===== config.mk =====
export PLATFORM = sky130hd
export DESIGN_NAME = duram_frame_reader
export DESIGN_NICKNAME = d
export VERILOG_FILES = /design/src/rtl/duram_frame_reader.sv
export SDC_FILE = /design/constraint.sdc
export NUM_CORES = 1
export LEC_CHECK = 0
export ABC_AREA = 1
export ABC_CLOCK_PERIOD_IN_PS = 8700
export CAP_MARGIN = 20
export CORE_ASPECT_RATIO = 0.6
export CORE_MARGIN = 4
export CORE_UTILIZATION = 40
export DETAILED_ROUTE_END_ITERATION = 8
export PLACE_DENSITY = 0.79
export SETUP_SLACK_MARGIN = 0.05
export SYNTH_ARGS = -nofsm -noshare
export SYNTH_HDL_FRONTEND = slang
export SYNTH_SLANG_ARGS = --single-unit

===== constraint.sdc =====
create_clock -name Clk -period 8.7 [get_ports Clk]
set_clock_uncertainty 0.1 [all_clocks]
set_input_delay 0.87 -clock Clk [delete_from_list [all_inputs] [get_ports Clk]]
set_output_delay 0.87 -clock Clk [all_outputs]
set_load 0.01 [all_outputs]

===== src/rtl/duram_frame_reader.sv =====
// duram_frame_reader: port-B read controller for one duram frame buffer.
// Issues reads ahead of the consumer, absorbs the RAM's 1-cycle read latency
// in a 2-entry skid buffer and offers words as a valid/ready stream.
// Default build is store-and-forward: words leave only while at least one
// committed frame is pending. Define DURAM_RD_CUT_THROUGH_EN to stream words
// as soon as they land in the buffer (frame_wr_done ignored, frame_cnt = 0).
module duram_frame_reader #(
  parameter int unsigned DATA_WIDTH      = 36,
  parameter int unsigned ADDR_WIDTH      = 9,
  parameter int unsigned FRAME_CNT_WIDTH = 6
) (
  input  logic                       Clk,
  input  logic                       Reset,
  input  logic [ADDR_WIDTH:0]        wr_ptr,
  input  logic                       frame_wr_done,
  output logic [ADDR_WIDTH:0]        rd_ptr,
  output logic [ADDR_WIDTH-1:0]      ram_address_b,
  output logic                       ram_wren_b,
  input  logic [DATA_WIDTH-1:0]      ram_q_b,
  output logic [DATA_WIDTH-1:0]      out_data,
  output logic                       out_valid,
  input  logic                       out_ready,
  output logic [FRAME_CNT_WIDTH-1:0] frame_cnt
);

  localparam int unsigned EopBit = 33;

  logic [ADDR_WIDTH:0]   rd_ptr_q, rd_ptr_d;
  logic                  inflight_q;
  logic [1:0]            buf_cnt_q, buf_cnt_d;
  logic                  head_q, head_d;
  logic                  tail;
  logic [DATA_WIDTH-1:0] buf_q [2];
  logic                  avail, issue, pop, gate;
  logic [2:0]            occ;

  // Read issue, skid-buffer bookkeeping and pointer advance.
  always_comb begin
    avail     = (wr_ptr != rd_ptr_q);
    pop       = out_valid & out_ready;
    // Occupancy once this cycle's return and pop are accounted for; a new read
    // may only go out if its word is guaranteed a slot when it returns.
    occ       = {1'b0, buf_cnt_q} + {2'b00, inflight_q} - {2'b00, pop};
    issue     = avail & (occ < 3'd2);
    tail      = head_q ^ buf_cnt_q[0];
    head_d    = head_q ^ pop;
    buf_cnt_d = occ[1:0];
    rd_ptr_d  = rd_ptr_q + {{ADDR_WIDTH{1'b0}}, issue};
  end

  // Pointer, in-flight flag and skid-buffer storage.
  always_ff @(posedge Clk) begin
    if (Reset) begin
      rd_ptr_q   <= '0;
      inflight_q <= 1'b0;
      buf_cnt_q  <= 2'd0;
      head_q     <= 1'b0;
      buf_q[0]   <= '0;
      buf_q[1]   <= '0;
    end else begin
      rd_ptr_q   <= rd_ptr_d;
      inflight_q <= issue;
      buf_cnt_q  <= buf_cnt_d;
      head_q     <= head_d;
      // Word addressed last cycle is on ram_q_b now.
      if (inflight_q) begin
        buf_q[tail] <= ram_q_b;
      end
    end
  end

`ifdef DURAM_RD_CUT_THROUGH_EN
  logic unused_frame_wr_done;

  assign unused_frame_wr_done = frame_wr_done;
  assign gate                 = 1'b1;
  assign frame_cnt            = '0;
`else
  localparam logic [FRAME_CNT_WIDTH-1:0] CntOne = FRAME_CNT_WIDTH'(1);

  logic [FRAME_CNT_WIDTH-1:0] frame_cnt_q, frame_cnt_d;
  logic                       eop_pop;

  // Committed-frame count: up on commit, down on eop pop, saturating at max.
  always_comb begin
    eop_pop     = pop & buf_q[head_q][EopBit];
    frame_cnt_d = frame_cnt_q;
    if (frame_wr_done && !eop_pop) begin
      if (frame_cnt_q != '1) begin
        frame_cnt_d = frame_cnt_q + CntOne;
      end
    end else if (!frame_wr_done && eop_pop) begin
      frame_cnt_d = frame_cnt_q - CntOne;
    end
  end

  // Committed-frame count register.
  always_ff @(posedge Clk) begin
    if (Reset) begin
      frame_cnt_q <= '0;
    end else begin
      frame_cnt_q <= frame_cnt_d;
    end
  end

  assign gate      = (frame_cnt_q != '0);
  assign frame_cnt = frame_cnt_q;
`endif

  // Outputs are forced quiet while reset is held.
  always_comb begin
    out_valid     = !Reset && (buf_cnt_q != 2'd0) && gate;
    out_data      = Reset ? '0 : buf_q[head_q];
    rd_ptr        = rd_ptr_q;
    ram_address_b = rd_ptr_q[ADDR_WIDTH-1:0];
    ram_wren_b    = 1'b0;
  end

endmodule

==> results.txt, run 1 <==
----------------------------------------------------
[Timing]
  Max-slew headroom ... about two fifths
  Worst hold slack across all endpoints ... 0.397 ns
  Fin. max-slew vios ... 0
  Tightest Pin Transition ... approximately 0.90 ns
  Final setup vio count ... 0
  Setup tns final ... 0 ns
  Hold Vio Cnt, Final ... 0
  Unrepaired setup endpoints after global routing ... false
  Period Utilization, post-route ... a little under half
  Fin crit period ... about 4.2 ns
  FMAX ... ~0.24 GHz

[Synth]
  Adder-cell area share of the yosys netlist ... 3.13%
  Number of warning messages in the yosys log ... 0
  Area share of xor/xnor cells in the synthesized design ... 2.93%
  Most instantiated flip-flop cell in the synthesis netlist ... sky130_fd_sc_hd__edfxtp_1
  Mapped Area ... ~0.0045 mm2
  Number of cells produced by synthesis ... 484
  Area fraction of the dominant cell type after synthesis ... 48.3%
  Proportion of synthesized chip area in sequential cells ... 57.2%
  Most frequent cell after synthesis ... sky130_fd_sc_hd__nor2_1
  Net count after synthesis ... between 500 and 600
  Register bit count reported by yosys ... 92
  Synth top area cells ... sky130_fd_sc_hd__edfxtp_1, sky130_fd_sc_hd__nor2_1, sky130_fd_sc_hd__dfxtp_1
  Synthesized-area fraction occupied by and/or/nand/nor cells ... around a fifth
  Post-synthesis cell type count ... 34
  Count of flip-flops with a built-in enable after synthesis ... 72
  Most common library cells after synthesis ... sky130_fd_sc_hd__nor2_1, sky130_fd_sc_hd__edfxtp_1, sky130_fd_sc_hd__inv_1
  Compound-Gate Fraction of Synth Area ... ~6.9%
  Mean instance size in the synthesized netlist ... 9.25 um2
  Post-synth ARST share ... 0%
  Biggest area consumer among synthesized cells ... sky130_fd_sc_hd__edfxtp_1
  Share of cell area taken by muxes after synthesis ... 0%
  Largest family of logic cells by synthesized area ... simple AND/OR/NAND/NOR gates

[Run]
  Total of max-cap violations ... 0

[Placement]
  Post-detail-place hpwl ... around 7600 um
  Dpl cells ... between 700 and 800
  Port Buffers ... ~110
  RePlAce Congestion ... between 0.7 and 0.8

[Worst setup path]
  Worst Setup End Kind ... output port
  Data arrival time of the critical path ... between 3 and 4 ns
  Critical path data required time ... around 7.7 ns
  Worst Path Max Fanout ... 51
  Worst Path Class, Setup ... in -> out
  Element type at the critical path start ... input pin

[Floorplanning]
  Chip height ... around 90 um
  Area enclosed by the die boundary ... approximately 0.013 mm2
  Initial cell density of the core ... 41.7%
  Number of core rows ... 29
  Core Area ... about 0.011 mm2
  Width of the die ... 145 um
  Io pins ... about 110

[Global routing]
  Number of antenna violations at the first check in global routing ... 0
  Aggregate global-route resource usage ... approximately 17%
  Vias in the first global route ... 3581
  Pin count of the biggest net entering global routing ... 52
  Global-route wire length before repair ... ~17000 um
  Total congestion overflow after global routing ... 0

[Detailed routing]
  Via-to-Cell Ratio ... slightly below 5
  DRC marker count from the first detailed-route iteration ... ~290
  Average detailed-routed wire length per instance ... approximately 15 um
  Routed vias ... 3500
  Count of TritonRoute iterations in the first routing pass ... 5
  DRC viols ... 0
  Wire length reported by the detailed router ... about 11000 um
  Remaining number of nets flagged by the antenna check after routing ... 0

[Final layout]
  Post-layout nets ... 637
  Fillers ... ~960
  Final instance count without filler cells ... 721
  Area taken by flip-flops and latches ... roughly 0.0026 mm2
  Synth-to-layout area growth ... 32.6%
  Total area of multi-input combinational cells ... between 0.0015 and 0.002 mm2
  Fraction of final layout cells sized beyond drive strength 1 ... under 10%
  Final antenna diode count ... 0

[Clocking]
  Setup fix buffers added after clock tree synthesis ... 0
  Hold buffers post-CTS ... 0
  Gates resized, CTS repair ... 0
  Maximum level of the CTS H-tree ... 3
  Number of clock sinks ... 92
  Maximum buffer depth of the clock tree ... 2
  Clk slew on worst S/H paths ... around 0.06 ns
  Root Driver ... sky130_fd_sc_hd__clkbuf_16
  CTS tree ... yes
  Clock Latency Late Sink ... 0.34 ns
  TritonCTS buffer count ... 9

[Status]
  Outcome ... complete, no violations

[Power and ir drop]
  Leakage power of the design ... 2.50 nW
  Pwr Density ... around 240 mW/mm2
  Maximum VDD drop ... approximately 120 uV

[Worst hold path]
  Hold crit path type ... reg -> reg

----------------------------------------------------
-- final timing paths --
kind,slack (ns),start,cells after the start,end
min reg2reg,0.40,rd_ptr[9],2,rd_ptr[9]
max,4.53,Reset,5,out_data[25]
min,0.40,rd_ptr[9],2,rd_ptr[9]
max reg2reg,5.25,frame_cnt[0],20,rd_ptr[8]
-- metrics by stage --
stage | cell area [um2] | setup slack (ns) | utilization [%] | power (mW)
2_1_floorplan | 4480 | 5.26 | - | 0.845
3_3_place_gp | 5590 | 4.36 | 52.0 | 0.999
3_5_place_dp | 5620 | 4.20 | 52.3 | 1.02
4_1_cts | 5920 | 4.52 | 55.1 | 1.43
5_1_grt | 5940 | 4.17 | 55.3 | 1.50
6_report | 5940 | 4.53 | 55.3 | 1.42
-- placed cells by master (no fill, tap or decap), types with 3 or more instances in the layout --
cell                              instances
sky130_fd_sc_hd__dfxtp_1                 20
sky130_fd_sc_hd__nand3_2                  5
sky130_fd_sc_hd__clkinv_1                 3
sky130_fd_sc_hd__nor2_1                 164
sky130_fd_sc_hd__clkdlybuf4s50_1        111
sky130_fd_sc_hd__nand3_1                  8
sky130_fd_sc_hd__clkbuf_16                9
sky130_fd_sc_hd__xor2_1                   5
sky130_fd_sc_hd__inv_1                   55
sky130_fd_sc_hd__o21ai_1                  6
sky130_fd_sc_hd__ha_1                     8
sky130_fd_sc_hd__nand2_1                 22
sky130_fd_sc_hd__o21ai_0                 39
sky130_fd_sc_hd__nand2_2                  4
sky130_fd_sc_hd__edfxtp_1                72
sky130_fd_sc_hd__a21oi_1                 14
sky130_fd_sc_hd__xnor2_1                 10
-- power breakdown --
part           internal (mW)  total, mW  leakage (nW)  switching [mW]
registers              0.571      0.613         0.914          0.0422
clock network          0.248      0.403         0.152           0.155
logic                  0.185      0.406          1.44           0.221
total                   1.00       1.42          2.50           0.419
-- metal layers --
layer	part of all wire (%)	vias to the layer above	GRT usage [%]
li1	-	1733	-
met1	46	1619	23.5
met2	45	136	24.9
met3	7.6	12	4.88
met4	1.1	0	4.97
met5	0	-	0
-- worst max-delay path, stage by stage --
cell and delay [ns]:
sky130_fd_sc_hd__clkdlybuf4s50_1 0.64, sky130_fd_sc_hd__inv_2 0.66, sky130_fd_sc_hd__o21ai_0 0.23, sky130_fd_sc_hd__nor2_1 0.21, sky130_fd_sc_hd__clkdlybuf4s50_1 0.57
-- state kept, by name (all words and copies together), names as in the netlist --
register / cells
buf_cnt_q: 2
buf_q: 72
frame_cnt: 6
head_q: 1
inflight_q: 1
rd_ptr: 10
-- layout make-up --
cell class	count	area share, %
Clock buffer	9	3.79
Clock inverter	7	1.37
Inverter	57	3.60
Multi-Input combinational cell	304	25.7
Sequential cell	92	43.2
Tap cell	139	2.93
Timing Repair Buffer	113	19.4
-- cells by family after synthesis --
kind of cell    after synthesis
compound gates               61
xor+xnor                     15
fa+ha+maj                    10
buf+inv                      88
flops                        92
other cells                   1
simple gates                217
(Power assumes the default switching activity.)
==> run 2: changes to the inputs <==
ABC_CLOCK_PERIOD_IN_PS = 4120   (was 8700)
clock period = 4.12 ns   (was 8.7 ns; I/O delays follow)
==> run 2 against run 1 <==
Global-route usage shrank 0.071 points. First-iteration DRC count shrank 43%. Non-clock buffer count grew 5. Clock power grew 99%. Register-to-register slack lost 4.4 ns. Utilization is essentially flat. Cell count grew 0.55%. Clock-buffer cell count is the same. Critical path depth grew 15. Combinational power grew 110%. Setup slack lost 3.7 ns. Critical path type is now in -> reg.
==> results.txt, run 2 (synthesis results as in run 1) <==
----------------------------------------------------
[Worst hold path]
  Hold crit path type ... reg -> reg
  Hold worst-path end ... rd_ptr[9]
  Hold Startpoint ... rd_ptr[9]
  Worst hold path cell count ... 2

[Final layout]
  Fillers ... 958
  Max FFs per register ... between 70 and 80
  Final antenna diode count ... 0
  Top library cells by usage in the layout, fill and taps aside ... sky130_fd_sc_hd__nor2_1, sky130_fd_sc_hd__clkdlybuf4s50_1, sky130_fd_sc_hd__edfxtp_1
  Post-layout nets ... 642
  Largest register by flop count ... buf_q
  Synth-to-layout area growth ... 32.5%
  Fraction of final layout cells sized beyond drive strength 1 ... roughly 7%
  Most common cell after layout, fill and taps aside ... sky130_fd_sc_hd__nor2_1

[Clocking]
  CTS tree ... yes
  Clock Latency Late Sink ... approximately 0.33 ns
  Clk slew on worst S/H paths ... around 0.060 ns
  Gates resized, CTS repair ... 0
  Maximum buffer depth of the clock tree ... 2
  Hold buffers post-CTS ... 0
  Number of clock sinks ... between 90 and 100
  Setup fix buffers added after clock tree synthesis ... 0
  Maximum level of the CTS H-tree ... 3
  TritonCTS buffer count ... 9
  Root Driver ... sky130_fd_sc_hd__clkbuf_16

[Worst setup path]
  Worst Setup End Kind ... flop
  CP peak stage delay ... ~0.46 ns
  Data arrival time of the critical path ... about 3.5 ns
  Reg-to-reg slack, setup ... ~0.81 ns
  Crit path top cell by count ... sky130_fd_sc_hd__ha_1
  Cells along the critical path ... clkdlybuf4s50_1, nor2_4, nand3_2, inv_2, ha_1, inv_1, ha_1, inv_1, fa_1, xnor2_1, nand2_1, nor2_1, ha_1, ha_1, nand2_1, nor2_1, nand3_1, nor3_2, xnor2_1, nor2_1
  CP delay by family, top ... adder cells
  Number of buffer and inverter stages on the critical path ... 4
  Element type at the critical path start ... input pin
  Worst Path Class, Setup ... in -> reg
  Worst Path Max Fanout ... 3
  Library cell contributing the largest single delay on the critical path ... sky130_fd_sc_hd__clkdlybuf4s50_1
  Reg2reg path depth ... 20
  Critical path data required time ... roughly 4.3 ns
  Endpoint of the worst register-to-register path ... rd_ptr[8]
  Critical R2R Launch ... frame_cnt[1]

[Timing]
  Tightest Pin Transition ... 0.875 ns
  Max-slew headroom ... 41.6%
  Final setup vio count ... 0
  Fin crit period ... 3.34 ns
  Hold Vio Cnt, Final ... 0
  Unrepaired setup endpoints after global routing ... false
  Period Utilization, post-route ... 81.1%
  Final setup margin ... 0.781 ns
  FMAX ... between 0.2 and 0.3 GHz
  Setup tns final ... 0 ns
  Fin. max-slew vios ... 0

[Floorplanning]
  Chip height ... roughly 90 um
  Number of core rows ... 29
  Area enclosed by the die boundary ... around 0.013 mm2
  Width of the die ... roughly 140 um
  Initial cell density of the core ... between 40% and 50%
  Core Area ... about 0.011 mm2
  Io pins ... about 110

[Global routing]
  Pin count of the biggest net entering global routing ... between 50 and 60
  Number of antenna violations at the first check in global routing ... 0
  Aggregate global-route resource usage ... between 10% and 20%
  Total congestion overflow after global routing ... 0
  Vias in the first global route ... about 3.4k
  Global-route wire length before repair ... 17000 um

[Detailed routing]
  Routed vias ... 3472
  Wire length reported by the detailed router ... approximately 10000 um
  Remaining number of nets flagged by the antenna check after routing ... 0
  Average detailed-routed wire length per instance ... approximately 14 um
  DRC marker count from the first detailed-route iteration ... 165
  Via-to-Cell Ratio ... ~4.8
  Count of TritonRoute iterations in the first routing pass ... 4
  DRC viols ... 0

[Power and ir drop]
  Pwr Density ... ~500 mW/mm2
  Maximum VDD drop ... approximately 240 uV
  Power Total ... slightly below 3 mW
  Leakage power of the design ... about 2.5 nW

[Placement]
  RePlAce Congestion ... ~0.76
  Pre-CTS setup slack ... approximately 0.42 ns
  Post-detail-place hpwl ... ~7000 um
  Port Buffers ... 111

[Run]
  Total of max-cap violations ... 0

[Status]
  Outcome ... complete, no violations

----------------------------------------------------
run 2: changes by cell type in the layout (fill, tap and decap cells not counted), sizes merged:
cell,previous run,this run
buf,2,7
clkinv,5,2
clkinvlp,0,3
bufinv,2,1
run 2: worst max path at each step:
stage,start,endpoint,slack (ns),depth (start not counted)
floorplan,frame_cnt[1],rd_ptr[8],1.03,20
global placement,Reset,rd_ptr[8],0.49,20
detailed placement,Reset,rd_ptr[8],0.42,20
CTS,Reset,rd_ptr[8],0.77,20
global route,frame_cnt[0],rd_ptr[8],0.43,20
finish,Reset,rd_ptr[8],0.78,20
run 2: per-stage QoR:
stage	std cells	hold WS (ns)	utilization, %	instance area, um2
floorplan	484	0.395	-	4480
global placement	710	0.374	52.5	5640
detailed placement	710	0.391	52.5	5640
CTS	725	0.401	55.2	5930
global route	725	0.416	55.2	5930
finish	725	0.403	55.2	5930
run 2: worst reg2reg max path, cell delays in order, from the launching register on:
cell and delay [ns]:
sky130_fd_sc_hd__dfxtp_1 0.38, sky130_fd_sc_hd__nor2_1 0.15, sky130_fd_sc_hd__nand3_2 0.14, sky130_fd_sc_hd__nand3_2 0.11, sky130_fd_sc_hd__inv_2 0.05, sky130_fd_sc_hd__ha_1 0.26
sky130_fd_sc_hd__inv_1 0.05, sky130_fd_sc_hd__ha_1 0.13, sky130_fd_sc_hd__inv_1 0.04, sky130_fd_sc_hd__fa_1 0.37, sky130_fd_sc_hd__xnor2_1 0.14, sky130_fd_sc_hd__nand2_1 0.08
sky130_fd_sc_hd__nor2_1 0.12, sky130_fd_sc_hd__ha_1 0.19, sky130_fd_sc_hd__ha_1 0.18, sky130_fd_sc_hd__nand2_1 0.07, sky130_fd_sc_hd__nor2_1 0.17, sky130_fd_sc_hd__nand3_1 0.15
sky130_fd_sc_hd__nor3_2 0.15, sky130_fd_sc_hd__xnor2_1 0.13, sky130_fd_sc_hd__nor2_1 0.05
run 2: area by class of cell:
class | count | area, um2 | area share (%)
multi-input combinational | 304 | 1530 | 25.7
inverter | 57 | 214 | 3.61
timing repair buffer | 118 | 1160 | 19.6
sequential | 92 | 2560 | 43.2
clock buffer | 9 | 225 | 3.80
clock inverter | 6 | 66.3 | 1.12
tap | 139 | 174 | 2.93
run 2: power by group:
group,switching [mW],total [mW],leakage [nW],internal [mW]
registers,0.0837,1.29,0.914,1.20
clock network,0.335,0.801,0.134,0.466
logic,0.462,0.847,1.45,0.385
total,0.881,2.93,2.49,2.05
run 2: metal layers:
metal | global-route usage [%] | wire length, um
met5 | 0 | 0
met4 | 3.26 | 58
met3 | 4.77 | 654
met2 | 26.0 | 4860
met1 | 23.1 | 4920
==> run 3: changes to the inputs <==
ABC_CLOCK_PERIOD_IN_PS = 2800   (was 4120)
PLACE_DENSITY = 0.82   (was 0.79)
clock period = 2.8 ns   (was 4.12 ns; I/O delays follow)
==> run 3 against run 2 <==
The flow now finishes with violations (negative setup slack). Die area unchanged. Cell count increased by 3.6%. Wire length about the same. Global-route usage increased by 0.082 points. Sequential share of layout area decreased by 2.2 points. Utilization increased by 3.2 points. Combinational power increased by 72%. Largest cell class unchanged. Highest routed layer unchanged. Critical endpoint unchanged. Sequential power increased by 45%. Clock power increased by 39%. Design area increased by 5.7%.
==> results.txt, run 3 (synthesis results as in run 1) <==
----------------------------------------------------
[Final layout]
  Final standard cell utilization of the core ... 58.4%
  Post-layout nets ... between 600 and 700
  Max FFs per register ... 72
  Fillers ... 903
  Largest register by flop count ... buf_q
  Fraction of final layout cells sized beyond drive strength 1 ... between 10% and 20%
  Most common cell after layout, fill and taps aside ... sky130_fd_sc_hd__nor2_1
  Synth-to-layout area growth ... 40.1%
  Final antenna diode count ... 0
  Top library cells by usage in the layout, fill and taps aside ... sky130_fd_sc_hd__nor2_1, sky130_fd_sc_hd__clkdlybuf4s50_1, sky130_fd_sc_hd__edfxtp_1
  Final instance count without filler cells ... ~750

[Clocking]
  Hold buffers post-CTS ... 0
  Maximum buffer depth of the clock tree ... 2
  Clk slew on worst S/H paths ... around 0.07 ns
  Root Driver ... sky130_fd_sc_hd__clkbuf_16
  Number of clock sinks ... between 90 and 100
  Clock Latency Late Sink ... 0.33 ns
  CTS tree ... yes
  Maximum level of the CTS H-tree ... 3
  TritonCTS buffer count ... 9

[Global routing]
  Aggregate global-route resource usage ... around 17%
  Vias in the first global route ... around 3.5k
  Number of antenna violations at the first check in global routing ... 0
  Total congestion overflow after global routing ... 0
  Pin count of the biggest net entering global routing ... 38
  Global-route wire length before repair ... ~17000 um

[Worst setup path]
  CP peak stage delay ... roughly 0.53 ns
  Reg2reg path depth ... 19
  Cells along the critical path ... nor2_4, nand3_2, nand3_2, inv_2, ha_4, inv_2, ha_4, inv_2, fa_2, nand2_2, nor2_2, ha_2, ha_4, nand2_2, nor2_4, nand3_2, nor3_2, xnor2_1, nor2_1
  Worst Path Class, Setup ... reg -> reg
  Endpoint of the worst register-to-register path ... rd_ptr[8]
  CP delay by family, top ... adder cells
  Worst Path Max Fanout ... 2
  Reg-to-reg slack, setup ... -0.19 ns
  Data arrival time of the critical path ... 3.12 ns
  Critical R2R Launch ... frame_cnt[0]
  Crit. Startpoint ... frame_cnt[0]
  Number of buffer and inverter stages on the critical path ... 3
  Library cell contributing the largest single delay on the critical path ... sky130_fd_sc_hd__fa_2
  Critical path endpoint ... rd_ptr[8]
  Element type at the critical path start ... flop
  Worst Setup End Kind ... flop
  Critical path data required time ... around 2.9 ns
  Logic depth of the worst setup path including buffers ... 19

[Power and ir drop]
  Leakage power of the design ... around 2.7 nW
  Pwr Density ... ~710 mW/mm2
  Maximum VDD drop ... ~320 uV

[Timing]
  Final setup margin ... -0.195 ns
  Setup tns final ... -0.750 ns
  Unrepaired setup endpoints after global routing ... true
  Fin. max-slew vios ... 0
  FMAX ... between 0.3 and 0.4 GHz
  Fin crit period ... between 2 and 3 ns
  Final setup vio count ... 6
  Period Utilization, post-route ... 107%
  Hold Vio Cnt, Final ... 0

[Placement]
  Post-detail-place hpwl ... 7290 um
  Dpl cells ... between 700 and 800
  RePlAce Congestion ... approximately 0.77
  Port Buffers ... 111
  Pre-CTS setup slack ... -0.649 ns

[Worst hold path]
  Hold crit path type ... in -> reg

[Detailed routing]
  Via-to-Cell Ratio ... between 4 and 5
  DRC marker count from the first detailed-route iteration ... 144
  Count of TritonRoute iterations in the first routing pass ... 4
  Wire length reported by the detailed router ... 10500 um
  Average detailed-routed wire length per instance ... 13.9 um
  Routed vias ... 3559
  DRC viols ... 0
  Remaining number of nets flagged by the antenna check after routing ... 0

[Floorplanning]
  Number of core rows ... 29
  Width of the die ... 145 um
  Core Area ... ~0.011 mm2
  Io pins ... between 100 and 150
  Initial cell density of the core ... a little over two fifths
  Chip height ... between 80 and 90 um
  Area enclosed by the die boundary ... 0.0130 mm2

[Status]
  Violations in the final reports ... negative setup slack
  Outcome ... finished with violations

[Run]
  Total of max-cap violations ... 0

----------------------------------------------------
-- run 3: cell types whose count changed in the layout (fill, tap and decap cells not counted), moves of 3 or more --
cell	change
sky130_fd_sc_hd__ha_1	-4
sky130_fd_sc_hd__nor2_4	+4
sky130_fd_sc_hd__inv_6	+3
sky130_fd_sc_hd__nor2_1	-6
sky130_fd_sc_hd__nand2_1	-3
sky130_fd_sc_hd__inv_1	-3
sky130_fd_sc_hd__inv_2	+3
sky130_fd_sc_hd__dfxtp_1	-5
sky130_fd_sc_hd__buf_4	+20
sky130_fd_sc_hd__ha_4	+3
sky130_fd_sc_hd__buf_12	+3
sky130_fd_sc_hd__dfxtp_2	+4
-- run 3: worst min-delay path by stage --
stage / startpoint / to / depth (start not counted)
3_3_place_gp: rd_ptr[9] / rd_ptr[9] / 2
3_5_place_dp: rd_ptr[9] / rd_ptr[9] / 2
2_1_floorplan: out_ready / head_q / 2
4_1_cts: Reset / buf_cnt_q[1] / 3
6_report: Reset / rd_ptr[9] / 3
5_1_grt: Reset / rd_ptr[9] / 3
-- run 3: repair_timing --
action                     CTS  global route
gates resized for setup     12             9
setup endpoints to repair    6             8
pin swaps                   13             2
setup buffers                4             2
-- run 3: through the flow --
step / power, mW / hold slack, ns / instance area [um2]
after floorplan: 2.66 / 0.346 / 4530
after global placement: 3.25 / 0.374 / 5880
after detailed placement: 3.31 / 0.402 / 5880
after CTS: 4.48 / 0.387 / 6220
after global routing: 4.73 / 0.397 / 6270
final: 4.45 / 0.397 / 6270
-- run 3: per-layer routing --
metal	share of wire [%]	GRT usage, %	routed length, um	vias to the layer above
li1	-	-	-	1793
met3	6.9	3.87	718	10
met5	0	0	0	-
met2	46	25.8	4830	129
met4	0.87	4.97	91	0
met1	46	23.4	4830	1627
-- run 3: cell type report --
| cell class | instances | area [um2] | area share, % |
|---|---|---|---|
| tap | 139 | 174 | 2.77 |
| timing repair buffer | 143 | 1400 | 22.2 |
| sequential | 92 | 2570 | 41.0 |
| multi-input combinational | 304 | 1640 | 26.2 |
| clock inverter | 6 | 46.3 | 0.738 |
| inverter | 57 | 214 | 3.41 |
| clock buffer | 10 | 229 | 3.65 |
-- run 3: worst register-to-register path, cell delays in order, from the launching register on --
cell,delay [ns]
sky130_fd_sc_hd__dfxtp_4,0.35
sky130_fd_sc_hd__nor2_4,0.09
sky130_fd_sc_hd__nand3_2,0.10
sky130_fd_sc_hd__nand3_2,0.09
sky130_fd_sc_hd__inv_2,0.05
sky130_fd_sc_hd__ha_4,0.21
sky130_fd_sc_hd__inv_2,0.06
sky130_fd_sc_hd__ha_4,0.11
sky130_fd_sc_hd__inv_2,0.03
sky130_fd_sc_hd__fa_2,0.53
sky130_fd_sc_hd__nand2_2,0.06
sky130_fd_sc_hd__nor2_2,0.10
sky130_fd_sc_hd__ha_2,0.21
sky130_fd_sc_hd__ha_4,0.14
sky130_fd_sc_hd__nand2_2,0.08
sky130_fd_sc_hd__nor2_4,0.11
sky130_fd_sc_hd__nand3_2,0.10
sky130_fd_sc_hd__nor3_2,0.15
sky130_fd_sc_hd__xnor2_1,0.15
sky130_fd_sc_hd__nor2_1,0.07
-- run 3: power breakdown --
part	internal (mW)	total [mW]	switching [mW]
Clock	0.610	1.11	0.504
Combinational	0.702	1.46	0.763
Sequential	1.77	1.87	0.102
Total	3.08	4.45	1.37
==> variant (config.mk and constraints of run 3) <==
Change the parameter `FRAME_CNT_WIDTH` from 6 to 12.
--- a/src/rtl/duram_frame_reader.sv
+++ b/src/rtl/duram_frame_reader.sv
@@ -7,7 +7,7 @@
 module duram_frame_reader #(
   parameter int unsigned DATA_WIDTH      = 36,
   parameter int unsigned ADDR_WIDTH      = 9,
-  parameter int unsigned FRAME_CNT_WIDTH = 6
+  parameter int unsigned FRAME_CNT_WIDTH = 12
 ) (
   input  logic                       Clk,
   input  logic                       Reset,
Interface: changed (resized frame_cnt); port bits go from 113 to 119. No check against the original RTL was run, so the function may have changed too.
==> variant against run 3 <==
The run still ends with negative setup slack left; sequential cell count up 6; cell count increased by 22%; final area grew 18%; count of clock-buffer cells in the layout increased by 1; critical path depth rose by 3; worst setup slack lost 200 ps; routed wire length grew 24%; sequential share of layout area is 4.6 points lower; power increased by 20%; fmax down 6.3%; synthesized area is 12% higher; critical endpoint unchanged.
==> variant: results (changes against run 3) <==
| Metric | Value |
|---|---|
| FF-to-FF path depth | 22 (+3) |
| Setup ws final | -396 ps (-202 ps) |
| GRT Resource Usage Total | 0.177 (+0.0105) |
| Multi-In Gates | 375 (+23%) |
| Largest net degree at the start of global routing | 43 (+13%) |
| Routed length on met3 | 819 µm (+14%) |
| Worst IR Drop VDD | 0.353 mV (+9.8%) |
| ClkCell Share | 0.0430 (-0.000864) |
| Top post-synthesis cells by area | edfxtp_1 (43%), nor2_1 (13%), dfxtp_1 (10%) |
| Vias in the first global route | 4,189 (+19%) |
| Via count | 4,367 (+23%) |
| Result of the run | complete, but fails checks |
| Synth Area in Compound Gates | 0.0878 (+0.0188) |
| #FFs+latches synth | 98 (+6.5%) |
| DR WL/cell | 14.1 µm (+1.3%) |
| Synth Area in Adders | 0.0430 (+0.0117) |
| Leak Pwr | 3.23 nW (+22%) |
| DR pass1 iterations | 5 (+1) |
| Post-layout nets | 815 (+22%) |
| Hold endpoint | rd_ptr[1] |
| NonClk Buf Share | 0.242 (+0.0197) |
| Grt met3 use | 0.0449 (+0.00617) |
| Clock Buffer Count | 11 (+1) |
| Fraction of area in multi-input gates | 0.288 (+0.0266) |
| Met2 global-route usage | 0.290 (+0.0318) |
| Post-Synth XOR/XNOR Area | 0.0315 (+0.00219) |
| GRT met1 Usage | 0.238 (+0.00451) |
| Seq/Total Area, Yosys | 0.537 (-0.0359) |
| # setup viols final | 8 (+2) |
| CP top delay family | simple AND/OR/NAND/NOR gates |
| Failing checks | negative setup slack |
variant: cell types whose count changed in the layout (fill, tap and decap cells not counted), sizes merged, moves of 2 or more:
cell	run 3	this run
nor2	167	175
nand4	3	6
a21oi	14	27
nand2	27	50
o21ai	45	54
bufinv	0	2
a21o	0	2
inv	60	69
nand3	13	15
buf	32	79
xor2	5	7
ha	8	14
clkdlybuf4s50	110	116
dfxtp	20	26
variant: metrics by stage:
| step | TNS, ps | area, µm² | total power [mW] | hold WS [ps] | setup WS, ps |
|---|---|---|---|---|---|
| 4_1_cts | -2470 | 7230 | 5.19 | 387 | -446 |
| 3_3_place_gp | -3170 | 6690 | 3.70 | 395 | -606 |
| 2_1_floorplan | -971 | 5060 | 2.93 | 358 | -313 |
| 5_1_grt | -3950 | 7410 | 5.67 | 394 | -604 |
| 6_report | -2420 | 7410 | 5.34 | 412 | -396 |
| 3_5_place_dp | -4210 | 6690 | 3.75 | 400 | -732 |
